`config.mk`:
```
export PLATFORM = sky130hd
export DESIGN_NAME = uart_tx_param
export DESIGN_NICKNAME = d
export VERILOG_FILES = /design/src/rtl/uart_pkg.sv /design/src/rtl/uart_baud_div.sv /design/src/rtl/uart_tx_param.sv
export SDC_FILE = /design/constraint.sdc
export NUM_CORES = 1
export LEC_CHECK = 0
export ABC_AREA = 1
export CORE_ASPECT_RATIO = 0.8
export CORE_UTILIZATION = 45
export DETAILED_ROUTE_END_ITERATION = 6
export PLACE_DENSITY = 0.67
export SLEW_MARGIN = 20
export SYNTH_ARGS = -nofsm -noshare
export SYNTH_HDL_FRONTEND = slang
export SYNTH_SLANG_ARGS = --single-unit
```
`constraint.sdc`:
```
create_clock -name clk -period 1.8 [get_ports clk]
set_clock_uncertainty 0.15 [all_clocks]
set_input_delay 0.36 -clock clk [delete_from_list [all_inputs] [get_ports clk]]
set_output_delay 0.36 -clock clk [all_outputs]
set_load 0.05 [all_outputs]
```
`src/rtl/uart_pkg.sv`:
```
// Shared types and helpers for the parametrised UART transmitter.
// Holds the frame state encoding, parity mode codes and the parity function.
package uart_pkg;

   typedef enum logic [2:0] {
      IDLE,
      START,
      DATA,
      PARITY,
      STOP
   } tx_state_e;

   localparam int PARITY_NONE = 0;
   localparam int PARITY_EVEN = 1;
   localparam int PARITY_ODD  = 2;

   // Parity bit for a zero-extended word; unused upper bits must be zero.
   function automatic logic parity_bit(input logic [15:0] word, input int mode);
      return (mode == PARITY_ODD) ? ~(^word) : (^word);
   endfunction

endpackage

```
`src/rtl/uart_baud_div.sv`:
```
// Bit-period divider: counts 0..CLKS_PER_BIT-1 and flags the last cycle of each bit.
// end_next_o looks one cycle ahead so the transmitter can register tx_done.
module uart_baud_div #(
   parameter int CLKS_PER_BIT = 4
) (
   input  logic clk_i,
   input  logic rst_i,
   input  logic clr_i,
   output logic bit_end_o,
   output logic end_next_o
);

   localparam int CW = (CLKS_PER_BIT > 1) ? $clog2(CLKS_PER_BIT) : 1;
   localparam logic [CW-1:0] LAST = CW'(CLKS_PER_BIT - 1);

   logic [CW-1:0] cnt_q;
   logic [CW-1:0] cnt_d;

   assign bit_end_o = (cnt_q == LAST);

   // Wrapping at bit_end keeps every state change aligned to a fresh count.
   always_comb begin
      cnt_d = cnt_q + CW'(1);
      if (clr_i || bit_end_o) begin
         cnt_d = '0;
      end
   end

   assign end_next_o = (cnt_d == LAST);

   always_ff @(posedge clk_i) begin
      if (rst_i) begin
         cnt_q <= '0;
      end else begin
         cnt_q <= cnt_d;
      end
   end

endmodule

```
`src/rtl/uart_tx_param.sv`:
```
// Parametrised UART transmitter: start bit, LSB-first data, optional parity, 1-2 stop bits.
// Words are accepted over send/ready; all outputs come straight from registers.
module uart_tx_param
   import uart_pkg::*;
#(
   parameter int DATA_WIDTH   = 8,
   parameter int CLKS_PER_BIT = 4,
   parameter int PARITY_MODE  = 0,
   parameter int STOP_BITS    = 1
) (
   input  logic                  clk,
   input  logic                  rst,
   input  logic                  send,
   input  logic [DATA_WIDTH-1:0] data,
   output logic                  ready,
   output logic                  txd,
   output logic                  tx_done
);

   localparam int BW = $clog2(DATA_WIDTH + 1);
   localparam logic [BW-1:0] LAST_DATA = BW'(DATA_WIDTH - 1);
   localparam logic [BW-1:0] LAST_STOP = BW'(STOP_BITS - 1);

   tx_state_e             state_q;
   logic [DATA_WIDTH-1:0] shift_q;
   logic [BW-1:0]         bit_cnt_q;
   logic                  parity_q;
   logic                  txd_q;
   logic                  ready_q;
   logic                  done_q;
   logic                  div_clr;
   logic                  bit_end;
   logic                  end_next;

   // Divider is held at zero while idle, so the start bit begins on a clean count.
   assign div_clr = (state_q == IDLE);

   uart_baud_div #(
      .CLKS_PER_BIT(CLKS_PER_BIT)
   ) u_baud_div (
      .clk_i      (clk),
      .rst_i      (rst),
      .clr_i      (div_clr),
      .bit_end_o  (bit_end),
      .end_next_o (end_next)
   );

   always_ff @(posedge clk) begin
      if (rst) begin
         state_q   <= IDLE;
         shift_q   <= '0;
         bit_cnt_q <= '0;
         parity_q  <= 1'b0;
         txd_q     <= 1'b1;
         ready_q   <= 1'b1;
         done_q    <= 1'b0;
      end else begin
         done_q <= 1'b0;
         case (state_q)
            IDLE: begin
               if (send) begin
                  state_q  <= START;
                  shift_q  <= data;
                  parity_q <= parity_bit(16'(data), PARITY_MODE);
                  txd_q    <= 1'b0;
                  ready_q  <= 1'b0;
               end
            end
            START: begin
               if (bit_end) begin
                  state_q   <= DATA;
                  bit_cnt_q <= '0;
                  txd_q     <= shift_q[0];
               end
            end
            DATA: begin
               if (bit_end) begin
                  if (bit_cnt_q == LAST_DATA) begin
                     if (PARITY_MODE != PARITY_NONE) begin
                        state_q <= PARITY;
                        txd_q   <= parity_q;
                     end else begin
                        state_q   <= STOP;
                        txd_q     <= 1'b1;
                        bit_cnt_q <= '0;
                        done_q    <= (STOP_BITS == 1) && end_next;
                     end
                  end else begin
                     shift_q   <= shift_q >> 1;
                     txd_q     <= shift_q[1];
                     bit_cnt_q <= bit_cnt_q + BW'(1);
                  end
               end
            end
            PARITY: begin
               if (bit_end) begin
                  state_q   <= STOP;
                  txd_q     <= 1'b1;
                  bit_cnt_q <= '0;
                  done_q    <= (STOP_BITS == 1) && end_next;
               end
            end
            STOP: begin
               // tx_done is set one edge early so it lands on the final stop cycle.
               if (bit_end) begin
                  if (bit_cnt_q == LAST_STOP) begin
                     state_q <= IDLE;
                     ready_q <= 1'b1;
                  end else begin
                     bit_cnt_q <= bit_cnt_q + BW'(1);
                     done_q    <= ((bit_cnt_q + BW'(1)) == LAST_STOP) && end_next;
                  end
               end else begin
                  done_q <= (bit_cnt_q == LAST_STOP) && end_next;
               end
            end
            default: begin
               state_q <= IDLE;
               txd_q   <= 1'b1;
               ready_q <= 1'b1;
            end
         endcase
      end
   end

   assign ready   = ready_q;
   assign txd     = txd_q;
   assign tx_done = done_q;

endmodule

```
---- Word level (Yosys, flattened, before mapping) ----
Index checks and enable logic that the tools add are counted.
operators by class
  add/sub/neg operators ................... 2
  eq/ne operators ......................... 17
  multiplexer cells ....................... 34
  bitwise logic cells ..................... 2
  reduce and logical (&&, ||, !) cells .... 15
operators by type and width
  cell                                           count
  two-way mux 8 bit                              3
  two-way mux 3 bit                              7
  two-way mux 4 bit                              5
  one-hot mux 8 bit (2 select lines)             1
  one-hot mux 3 bit (5 select lines)             1
  two-way mux 1 bit                              12
  one-hot mux 4 bit (3 select lines)             1
  != test 2 x 1 -> 1 bit, second input constant  5
  != test 2 bit, second input constant           5
  AND reduction 5 bit                            2
  zero test 4 bit                                2
  AND reduction 4 bit                            2
  AND reduction 7 bit                            1
  == test 3 x 2 -> 1 bit, second input constant  2
  one-hot mux 1 bit (3 select lines)             2
  one-hot mux 1 bit (5 select lines)             1
  adder 4 x 1 -> 4 bit, second input constant    1
  == test 2 bit, second input constant           2
  == test 4 x 3 -> 1 bit, second input constant  1
  == test 3 x 1 -> 1 bit, second input constant  1
  == test 3 bit, second input constant           1
  zero test 3 bit                                1
  nonzero test 3 bit                             1
  OR reduction 3 bit                             1
  7 further kinds                                9
storage, ports and cells
  register bits ........................... 20
  input port bits ......................... 11
  output and inout bits ................... 3

---- Longest topological paths before layout ----
Gate-level depths: netlist of run 1.
  word-level depth ........................ 8
  mapped depth ............................ 10

---- By module ----
A second synthesis of run 1 with hierarchy kept.
second synthesis, totals
  cells, all modules ...................... 201
  area total of the unflattened synthesis .. 1244.9 µm²
by module, submodules not included
  module         instances  cells an instance  area each (µm²)  sequential area each (µm²)
  uart_tx_param  1          191                1163.6           360.3
  uart_baud_div  1          10                 81.3             40.0

---- Worst setup path before layout of run 1 ----
OpenSTA, ideal clock, no wires.
  path type ............................... register to register
  from .................................... reg bit_cnt_q[0]
  to ...................................... reg shift_q[1]
  library setup time ...................... 113 ps
  data arrival time ....................... 1226 ps
  setup slack ............................. 311 ps
  cell stages (with the launch flop) ...... 11
  buffers on the path ..................... 0
  clock period less this slack ............ 1489 ps
  path through ............................ dfxtp_1 ha_1 nand2_1 nor2_1 inv_1 nand2_2 nand2_4 nand2_2 inv_2 nor2_1 nor2_1
between the ends
  longest elaborated chain between the ends .. 3
ends and longest elaborated chain
  element                        RTL line              source
  start: declaration             uart_tx_param.sv:26   logic [BW-1:0] bit_cnt_q;
  start signal: assignment       uart_tx_param.sv:91   bit_cnt_q <= bit_cnt_q + BW'(1);
  start signal: assignment       uart_tx_param.sv:110  bit_cnt_q <= bit_cnt_q + BW'(1);
  == test 4 x 3 -> 1 bit         uart_tx_param.sv:78   if (bit_cnt_q == LAST_DATA) begin
  != test 2 bit (no line)        -
  AND reduction 4 bit (no line)  -
  end signal: assignment         uart_tx_param.sv:63   shift_q <= data;
  end signal: assignment         uart_tx_param.sv:89   shift_q <= shift_q >> 1;
  end: declaration               uart_tx_param.sv:25   logic [DATA_WIDTH-1:0] shift_q;
No other way between the ends.
A chain may end at the register's enable or synchronous reset.

---- Final worst setup path of run 1 ----
  from .................................... reg bit_cnt_q[0]
  to ...................................... reg shift_q[5]
The elaborated chain is that of the path after synthesis.

==> run metrics, run 1 <==
die width=58.4 um; DRT Wirelength=2480 um; NumNets Final=217; Fill cells=231; RePlAce Congestion=0.883; dpl hpwl=1950 um; post-DR vias/cell=4.71; Core Util, Final=0.590; Initial Util=0.504; Power Dens Cells=1680 nW/um2; Worst-Skew Late Latency=0.30 ns; FF-to-FF setup slack=0.16 ns; CTS buffer count=3; Peak VDD IR=1.01 mV; I/O pins=14; Place WS=0.0286 ns; share of cells above drive strength 1=0.119; Initial DRT Pass Iterations=4; Slowest-stage cell, CP=dfxtp_1; Syn Area/Cell=6.22 um2; Final Worst Setup Slack=0.159 ns; remaining global-route overflow=0; first-pass GRT wire length=4090 um; vias in the first global route=905; period utilization=0.911; Max Fclk=0.610 GHz; Final Power=2.26 mW; Detailed Route Iter0 Violations=46; initial antenna violation count=0; CP Class=flip-flop to flip-flop; # rows=15; Layout Area Growth over Synthesis=17.2%; hold slack=0.323 ns; Worst setup SP type=flip-flop; CP Capture Type=flip-flop; Fin. Hold Viols=0; CTS Sinks=20; ant diodes=0; cell area after placement=1320 um2; most frequent cells in the layout=59 x nand2_1, 30 x nor2_1, 23 x inv_1; Global Route Usage Sum=0.205; Mapped Nets=198; slowest cell delay on critical path=0.39 ns; placed instance count=232; largest net degree at the start of global routing=11; Mapped Area=1140 um2; Reg clk slew, reported paths=0.11 ns; status=completed; Cell Count, Final, Fillers Out=235; # hold bufs at CTS=0; most common cell after layout, fill and taps aside=nand2_1; Yosys reg bits=20; I/O Buffers=13; Max-slew headroom=0.802; full die area=2750 um2; final setup fails=0; post-route ant nets=0; Final min period=1.64 ns; Die Height=47.1 um; total number of vias=1108; Crit Path Max Fanout=8; Hold Crit Class=flip-flop to flip-flop; required time of the worst setup path=1.85 ns; worst path cell trace=ha_1 -> nand2_1 -> nor2_2 -> inv_1 -> nand2_2 -> nand2_4 -> nand2_2 -> inv_2 -> nor2_1 -> nor2_1; Tightest Pin Transition=0.294 ns; Netlist cell types=21; Crit path arrival time=1.69 ns; sequential area share after synthesis=0.350; Post-Synthesis Cells=184; CTS H-tree lvls=1; max-cap viol count=0; fin. max-slew vios=0; Setup Total Neg Slack=0 ns; YS warnings=0; TritonCTS clock tree=built; residual DRC count=0; core footprint=2270 um2; Pleak=0.690 nW; Max Root-Sink Buffers=2; WL/cell=10.5 um; fin area=1340 um2; CTS root buf=clkbuf_4; RSZ-0062 raised after global routing=no
## Yosys cell counts (all sizes together)
| cell | instances | area [um2] |
|---|---|---|
| ha | 3 | 37.5 |
| nand4 | 3 | 18.8 |
| buf | 2 | 16.3 |
| a21oi | 6 | 33.8 |
| nand2 | 63 | 251 |
| o21ai | 4 | 20.0 |
| inv | 26 | 97.6 |
| dfxtp | 20 | 400 |
| xor2 | 1 | 8.76 |
| clkinv | 1 | 5.00 |
| nand3 | 18 | 95.1 |
| nor4 | 2 | 12.5 |
| nor2 | 35 | 146 |
## layer usage
layer / wire (um) / track usage / vias to the layer above
met3: 127 / 0.0579 / 4
li1: - / - / 608
met1: 1390 / 0.309 / 471
met2: 932 / 0.283 / 25
met4: 25 / 0.0571 / 0
met5: 0 / 0 / -
## where the power goes
group / switching (mW) / internal [mW]
combinational: 0.895 / 0.443
sequential: 0.112 / 0.596
clock: 0.131 / 0.0781
total: 1.14 / 1.12
## worst max-delay path, delay by kind of cell (launching register included)
kind	cells	cell delay, ns
and+or+nand+nor	7	0.65
DFF	1	0.39
adders and majority gates	1	0.21
buffers and inverters	2	0.15
## registers in the layout, indices dropped and copies added, names as in the netlist
register,flops
shift_q,8
bit_cnt_q,4
state_q,3
u_baud_div.cnt_q,2
ready,1
tx_done,1
txd,1
## layout make-up
| cell class | count | area (um2) | area share |
|---|---|---|---|
| well taps | 34 | 42.5 | 0.0317 |
| multi-input cells | 135 | 627 | 0.468 |
| inverters | 27 | 103 | 0.0766 |
| clock buffers | 3 | 22.5 | 0.0168 |
| flip-flops and latches | 20 | 400 | 0.299 |
| repair buffers | 16 | 145 | 0.108 |
## worst paths after layout
| path | start | to | cells after the start |
|---|---|---|---|
| max reg2reg | bit_cnt_q[0]$_SDFFE_PP0P_ | shift_q[5]$_SDFFE_PP0P_ | 10 |
| max | bit_cnt_q[0]$_SDFFE_PP0P_ | shift_q[5]$_SDFFE_PP0P_ | 10 |
| min | u_baud_div.cnt_q[0]$_SDFF_PP0_ | u_baud_div.cnt_q[0]$_SDFF_PP0_ | 1 |
| min reg2reg | u_baud_div.cnt_q[0]$_SDFF_PP0_ | u_baud_div.cnt_q[0]$_SDFF_PP0_ | 1 |
## logic make-up (layout without fill, tap and decap cells)
group / count (synthesis) / count (layout) / synth area share
AO/OA/AOI/OAI: 10 / 10 / 0.0470
XOR/XNOR: 1 / 1 / 0.00766
flip-flops: 20 / 20 / 0.350
AND/OR/NAND/NOR: 121 / 121 / 0.458
adder cells (fa/ha/maj): 3 / 3 / 0.0328
buffers and inverters: 29 / 46 / 0.104
## repair_timing
| item | CTS | global route |
|---|---|---|
| endpoints found under the setup margin | 0 | 8 |
| gates resized for setup | 0 | 1 |
| setup buffers | 0 | 0 |
Power figures use the tool's default switching activity.
==> run 2, diff against run 1 <==
Clock period 1.8 ns to 2 ns, I/O delays scaled along.
==> run metrics, run 2 (synthesis results as in run 1) <==
startpoint of the lowest-slack hold path=u_baud_div.cnt_q[0]$_SDFF_PP0_; first-pass GRT wire length=4190 um; Crit. Startpoint=bit_cnt_q[0]$_SDFFE_PP0P_; CTS Sinks=20; max-cap viol count=0; post-route ant nets=0; share of cells above drive strength 1=0.109; Final Worst Setup Slack=0.267 ns; Tightest Pin Transition=0.497 ns; slowest cell delay on critical path=0.40 ns; Reg clk slew, reported paths=0.12 ns; CTS H-tree lvls=1; most common cell after layout, fill and taps aside=nand2_1; WL/cell=10.9 um; CTS root buf=clkbuf_4; period utilization=0.867; Max Fclk=0.577 GHz; RSZ-0062 raised after global routing=no; cell mode on critical path=nor2_1; Power Dens Cells=1520 nW/um2; Detailed Route Iter0 Violations=37; Final Power=2.04 mW; final setup fails=0; required time of the worst setup path=2.05 ns; Global Route Usage Sum=0.213; core footprint=2270 um2; Die Height=47.1 um; Crit path arrival time=1.79 ns; dpl hpwl=2020 um; Worst setup SP type=flip-flop; Hold Crit Class=flip-flop to flip-flop; Worst-Skew Late Latency=0.30 ns; Layout Area Growth over Synthesis=17.4%; Top reg by flops=shift_q; full die area=2750 um2; post-DR vias/cell=4.53; Setup Total Neg Slack=0 ns; CP top delay family=simple AND/OR/NAND/NOR gates; Fin. Hold Viols=0; I/O Buffers=13; PostCTS Resize Cnt=0; vias in the first global route=949; Core Util, Final=0.591; hold slack=0.315 ns; largest net degree at the start of global routing=11; fin area=1340 um2; TritonCTS clock tree=built; max reg flops=8; DRT Wirelength=2560 um; most frequent cells in the layout=59 x nand2_1, 31 x nor2_1, 23 x inv_1; total number of vias=1065; Place WS=0.207 ns; ant diodes=0; remaining global-route overflow=0; Pleak=0.707 nW; initial antenna violation count=0; worst path cell trace=ha_1 -> nand2_1 -> nor2_1 -> inv_1 -> nand2_2 -> nand2_4 -> nand2_2 -> inv_2 -> nor2_1 -> nor2_1; residual DRC count=0; CTS buffer count=3; Max-slew headroom=0.668; status=completed; Initial Util=0.504; Crit Path Max Fanout=8; Slowest-stage cell, CP=dfxtp_1; Peak VDD IR=0.639 mV; Cell Count, Final, Fillers Out=235; NumNets Final=217; Largest regs=shift_q (8), bit_cnt_q (4), state_q (3); # hold bufs at CTS=0; CP Class=flip-flop to flip-flop; Fill cells=232; Final min period=1.73 ns; post-CTS setup buffers=0; Crit Reg-Reg Startpoint=bit_cnt_q[0]$_SDFFE_PP0P_; die width=58.4 um; cell area after placement=1320 um2; CP Capture Type=flip-flop; I/O pins=14; # rows=15; fin. max-slew vios=0; Initial DRT Pass Iterations=4; RePlAce Congestion=0.849; placed instance count=232; Max Root-Sink Buffers=2; buffers plus inverters on the worst setup path=2
-- run 2: final timing paths --
check                       endpoint  slack [ns]  cells after the start
min               tx_done$_SDFF_PP0_        0.32                      1
min reg2reg       tx_done$_SDFF_PP0_        0.32                      1
max reg2reg  shift_q[4]$_SDFFE_PP0P_        0.27                     10
max          shift_q[4]$_SDFFE_PP0P_        0.27                     10
-- run 2: cell type report --
cell class / instances / area (um2) / share of cell area
Multi-Input combinational cell: 135 / 624 / 0.465
Sequential cell: 20 / 400 / 0.298
Timing Repair Buffer: 16 / 150 / 0.112
Inverter: 27 / 103 / 0.0764
Tap cell: 34 / 42.5 / 0.0317
Clock buffer: 3 / 22.5 / 0.0168
-- run 2: layer usage --
metal,track usage,vias to the layer above,wire length [um]
li1,-,605,-
met5,0,-,0
met2,0.308,16,1000
met4,0.0714,0,19
met1,0.308,442,1450
met3,0.0579,2,81
-- run 2: where the power goes --
group	total, mW	internal, mW	switching, mW	leakage (nW)
Combinational	1.20	0.398	0.805	0.529
Sequential	0.639	0.537	0.102	0.164
Clock	0.194	0.0702	0.124	0.0138
==> run 3, diff against run 2 <==
--- a/config.mk
+++ b/config.mk
@@ -8,6 +8,6 @@
 export ABC_AREA = 1
+export ABC_CLOCK_PERIOD_IN_PS = 2000
 export CORE_ASPECT_RATIO = 0.8
-export CORE_UTILIZATION = 45
+export CORE_UTILIZATION = 36
 export DETAILED_ROUTE_END_ITERATION = 6
-export PLACE_DENSITY = 0.67
 export SLEW_MARGIN = 20
==> constraint.sdc (replaced) <==
create_clock -name clk -period 2 [get_ports clk]
set_clock_uncertainty 0.15 [all_clocks]
set_input_delay 0.6 -clock clk [delete_from_list [all_inputs] [get_ports clk]]
set_output_delay 0.6 -clock clk [all_outputs]
set_load 0.05 [all_outputs]
==> run metrics, run 3 (synthesis results as in run 1) <==
status=completed; TritonCTS clock tree=built; Crit Path Max Fanout=4; I/O Buffers=13; most frequent cells in the layout=59 x nand2_1, 31 x nor2_1, 23 x inv_1; Fin. Hold Viols=0; CP Capture Type=flip-flop; Worst-Skew Late Latency=0.26 ns; cell area after placement=1340 um2; Setup Total Neg Slack=0 ns; CTS buffer count=3; worst path cell trace=clkdlybuf4s50_1 -> inv_1 -> nand3_1 -> nand2_1 -> nor2_2 -> nand2_2 -> nor2_1 -> nor2_1; Detailed Route Iter0 Violations=44; final setup fails=0; share of cells above drive strength 1=0.119; Initial DRT Pass Iterations=4; post-DR vias/cell=4.52; Peak VDD IR=0.712 mV; Largest regs=shift_q (8), bit_cnt_q (4), state_q (3); Max Root-Sink Buffers=2; required time of the worst setup path=2.00 ns; DRT Wirelength=2570 um; CTS Sinks=20; cell mode on critical path=nor2_1; vias in the first global route=1071; dpl hpwl=2080 um; Crit path arrival time=1.72 ns; CP top delay family=simple AND/OR/NAND/NOR gates; buffers plus inverters on the worst setup path=2; full die area=3410 um2; total number of vias=1084; Initial Util=0.395; Slowest-stage cell, CP=clkdlybuf4s50_1; max-cap viol count=0; CP Class=primary input to flip-flop; residual DRC count=0; Global Route Usage Sum=0.180; # hold bufs at CTS=0; I/O pins=14; max reg flops=8; RePlAce Congestion=0.843; fin area=1380 um2; Final Power=2.10 mW; CTS root buf=clkbuf_8; Final min period=1.72 ns; first-pass GRT wire length=4680 um; Max-slew headroom=0.806; Top reg by flops=shift_q; Power Dens Cells=1520 nW/um2; Hold Crit Class=flip-flop to flip-flop; WL/cell=10.7 um; hold slack=0.309 ns; fin. max-slew vios=0; ant diodes=0; initial antenna violation count=0; # rows=17; Tightest Pin Transition=0.291 ns; period utilization=0.862; largest net degree at the start of global routing=12; RSZ-0062 raised after global routing=no; Layout Area Growth over Synthesis=20.8%; remaining global-route overflow=0; Die Height=52.4 um; core footprint=2890 um2; post-CTS setup buffers=0; post-route ant nets=0; Worst setup SP type=primary input; Pleak=0.708 nW; slowest cell delay on critical path=0.48 ns; Reg clk slew, reported paths=0.07 ns; Max Fclk=0.580 GHz; NumNets Final=218; CTS H-tree lvls=1; most common cell after layout, fill and taps aside=nand2_1; PostCTS Resize Cnt=0; die width=65.0 um
## run 3: changes by cell type in the layout (fill, tap and decap cells not counted), sizes merged
cell / before / now
buf: 5 / 7
dlymetal6s2s: 1 / 0
## run 3: metrics by stage
stage / worst slack [ns] / instances / util
after floorplan: 0.511 / 184 / -
after global placement: 0.0113 / 237 / 0.463
after detailed placement: 0.0113 / 237 / 0.463
after CTS: 0.274 / 240 / 0.478
after global routing: 0.155 / 240 / 0.478
final: 0.277 / 240 / 0.478
## run 3: power breakdown
part	internal, mW	switching (mW)	total (mW)	leakage [nW]
clock	0.134	0.124	0.258	0.0216
sequential	0.537	0.0958	0.633	0.164
combinational	0.401	0.808	1.21	0.522
## run 3: area by class of cell
type | count | area (um2)
fillers | 310 | 1510
repair buffers | 17 | 165
flip-flops and latches | 20 | 400
multi-input cells | 135 | 624
inverters | 27 | 103
well taps | 38 | 47.5
clock buffers | 3 | 41.3
## run 3: final timing paths
kind                                        from                        endpoint  slack (ns)  cells past startpoint
setup reg to reg       bit_cnt_q[1]$_SDFFE_PP0P_         shift_q[1]$_SDFFE_PP0P_        0.40                     10
hold / removal    u_baud_div.cnt_q[0]$_SDFF_PP0_  u_baud_div.cnt_q[0]$_SDFF_PP0_        0.31                      1
setup / recovery                            send         state_q[1]$_SDFFE_PP0P_        0.28                      8
hold reg to reg   u_baud_div.cnt_q[0]$_SDFF_PP0_  u_baud_div.cnt_q[0]$_SDFF_PP0_        0.31                      1
## run 3: layer usage
layer,routed length [um],GRT usage,share of wire
met4,7,0.0435,0.0027
met3,113,0.0587,0.044
met5,0,0,0
met1,1410,0.252,0.55
met2,1040,0.266,0.40
## run 3: worst reg2reg max path, delay by kind of cell, from the launching register on
kind | cells | cell delay, ns
AND/OR/NAND/NOR | 7 | 0.60
flip-flops | 1 | 0.38
buffers and inverters | 2 | 0.15
adder cells (fa/ha/maj) | 1 | 0.21
==> RTL change: new RTL, config.mk and constraints of run 3 <==
`CLKS_PER_BIT` is set to 4 in 2 places; all go to 2.
--- a/src/rtl/uart_baud_div.sv
+++ b/src/rtl/uart_baud_div.sv
@@ -1,7 +1,7 @@
 // Bit-period divider: counts 0..CLKS_PER_BIT-1 and flags the last cycle of each bit.
 // end_next_o looks one cycle ahead so the transmitter can register tx_done.
 module uart_baud_div #(
-   parameter int CLKS_PER_BIT = 4
+   parameter int CLKS_PER_BIT = 2
 ) (
    input  logic clk_i,
    input  logic rst_i,
--- a/src/rtl/uart_tx_param.sv
+++ b/src/rtl/uart_tx_param.sv
@@ -4,7 +4,7 @@
    import uart_pkg::*;
 #(
    parameter int DATA_WIDTH   = 8,
-   parameter int CLKS_PER_BIT = 4,
+   parameter int CLKS_PER_BIT = 2,
    parameter int PARITY_MODE  = 0,
    parameter int STOP_BITS    = 1
 ) (
Function: changed (Yosys sat finds a counterexample within 4 cycles, from zero or initial values and one cycle with rst high).
==> RTL change against run 3 <==
Sequential share of layout area decreased by 1.1 points; wire length is 9.2% lower; total power decreased by 7.3%; sequential cell count down 1; design area shrank 1.3%; worst setup slack improved by 0.087 ns; synthesized area decreased by 1.2%; cell count shrank 8.3%; critical path type is now flip-flop to flip-flop.
==> RTL change: results (changes against run 3) <==
antenna_found_initial: 0  # unchanged
cellLeakagePower_nw: 0.635  # -10%
hold_class: "flip-flop to flip-flop"
arrival_ns: 1.64  # -0.08 ns
drive_gt1_share_pct: 18.1  # +6.3 points
drt-initial-drc-count: 68  # +55%
relSlewSlack_pct: 77.2  # -3.4 points
crit_fanout: 8  # +4
synth_fp_nets: 178  # -10%
grt_pass1_vias: 903  # -16%
cts-resized-gates: 0  # unchanged
yosysUniqueCellTypes: 24  # +14%
ys_seq_area_share_pct: 33.7  # -1.3 points
gr-usage-met2_pct: 23.0  # -3.6 points
met3_usage_pct: 5.04  # -0.83 points
gp_congestion: 0.831  # -1.5%
nFillCells: 296  # -4.5%
clk-insertion-delay-late_ns: 0.26  # about the same
grt_max_degree: 11  # -1
path_clk_slew_ns: 0.07  # about the same
vias: 1025  # -5.4%
grt_use_met1_pct: 22.0  # -3.2 points
wl_per_cell_um: 10.6  # -0.95%
io_buffers: 13  # unchanged
track_usage_pct: 15.6  # -2.4 points
fin_cells: 220  # -8.3%
nNetsFinal: 196  # -10%
status: "complete, no violations"
syn_inst: 165  # -10%
ys_async_sr_fraction_pct: 0  # unchanged
synthTopCellsByCount: "48 x nand2_1, 27 x nor2_1, 19 x dfxtp_1"
reg_top3: "shift_q: 8 flops, bit_cnt_q: 4 flops, state_q: 3 flops"
grt_pass1_wl_um: 3990  # -15%
hpwl_um: 1840  # -11%
pre_cts_ws_ns: 0.102  # +0.0906 ns
p_sw_mw: 0.940  # -8.6%
n_antenna_cell: 0  # unchanged
ir_worst_vdd_v: 0.000475  # -33%
synthTopCellsByArea: "dfxtp_1 34%, nand2_1 16%, nor2_1 9.0%, nand2_4 5.0%, nand3b_1 4.7%"
cts_made_buffers: 3  # unchanged
placed_area_mm2: 0.00132  # -1.6%
RTL change: metrics by stage:
step                hold WS (ns)  util, %
floorplan                  0.283        -
global placement           0.303     45.9
detailed placement         0.310     45.9
CTS                        0.327     47.5
global route               0.366     47.5
finish                     0.319     47.5
RTL change: power groups by stage:
stage	combinational (mW)	sequential (mW)	clock, mW
3_5_place_dp	1.07	0.611	0
6_report	1.08	0.602	0.266
3_3_place_gp	1.07	0.611	0
4_1_cts	1.08	0.602	0.274
5_1_grt	1.21	0.621	0.292
2_1_floorplan	0.815	0.644	0
RTL change: final timing paths:
check,from,end,slack [ns],depth (start not counted)
worst min-delay path,txd,txd,0.32,2
worst max register to register,bit_cnt_q[0],shift_q[4],0.36,10
worst max-delay path,bit_cnt_q[0],shift_q[4],0.36,10
worst min register to register,txd,txd,0.32,2
RTL change: metal layers:
metal | part of all wire, % | wire length (um)
met5 | 0 | 0
met1 | 52 | 1220
met2 | 42 | 975
met4 | 0.60 | 14
met3 | 5.6 | 131
RTL change: critical path: stages (launching register included):
cell	delay [ns]
dfxtp_1	0.35
ha_1	0.18
nand2_1	0.08
nor2_1	0.26
nor2_4	0.09
inv_2	0.07
nand2_4	0.08
nand2_4	0.09
inv_4	0.05
nor2_1	0.08
nor2_1	0.05
RTL change: cell families after synthesis:
kind of cell | after synthesis | share of synthesized area, %
AO/OA/AOI/OAI | 9 | 4.98
buffers and inverters | 20 | 7.20
AND/OR/NAND/NOR | 115 | 51.9
adder cells (fa/ha/maj) | 2 | 2.21
flip-flops | 19 | 33.7
RTL change: final cells by class:
type                    instances  area, um2  share of cell area, %
multi-input cells             126        668                   49.0
repair buffers                 15        150                   11.0
well taps                      38       47.5                   3.49
inverters                      18       72.6                   5.32
flip-flops and latches         19        380                   27.9
clock buffers                   4       45.0                   3.30
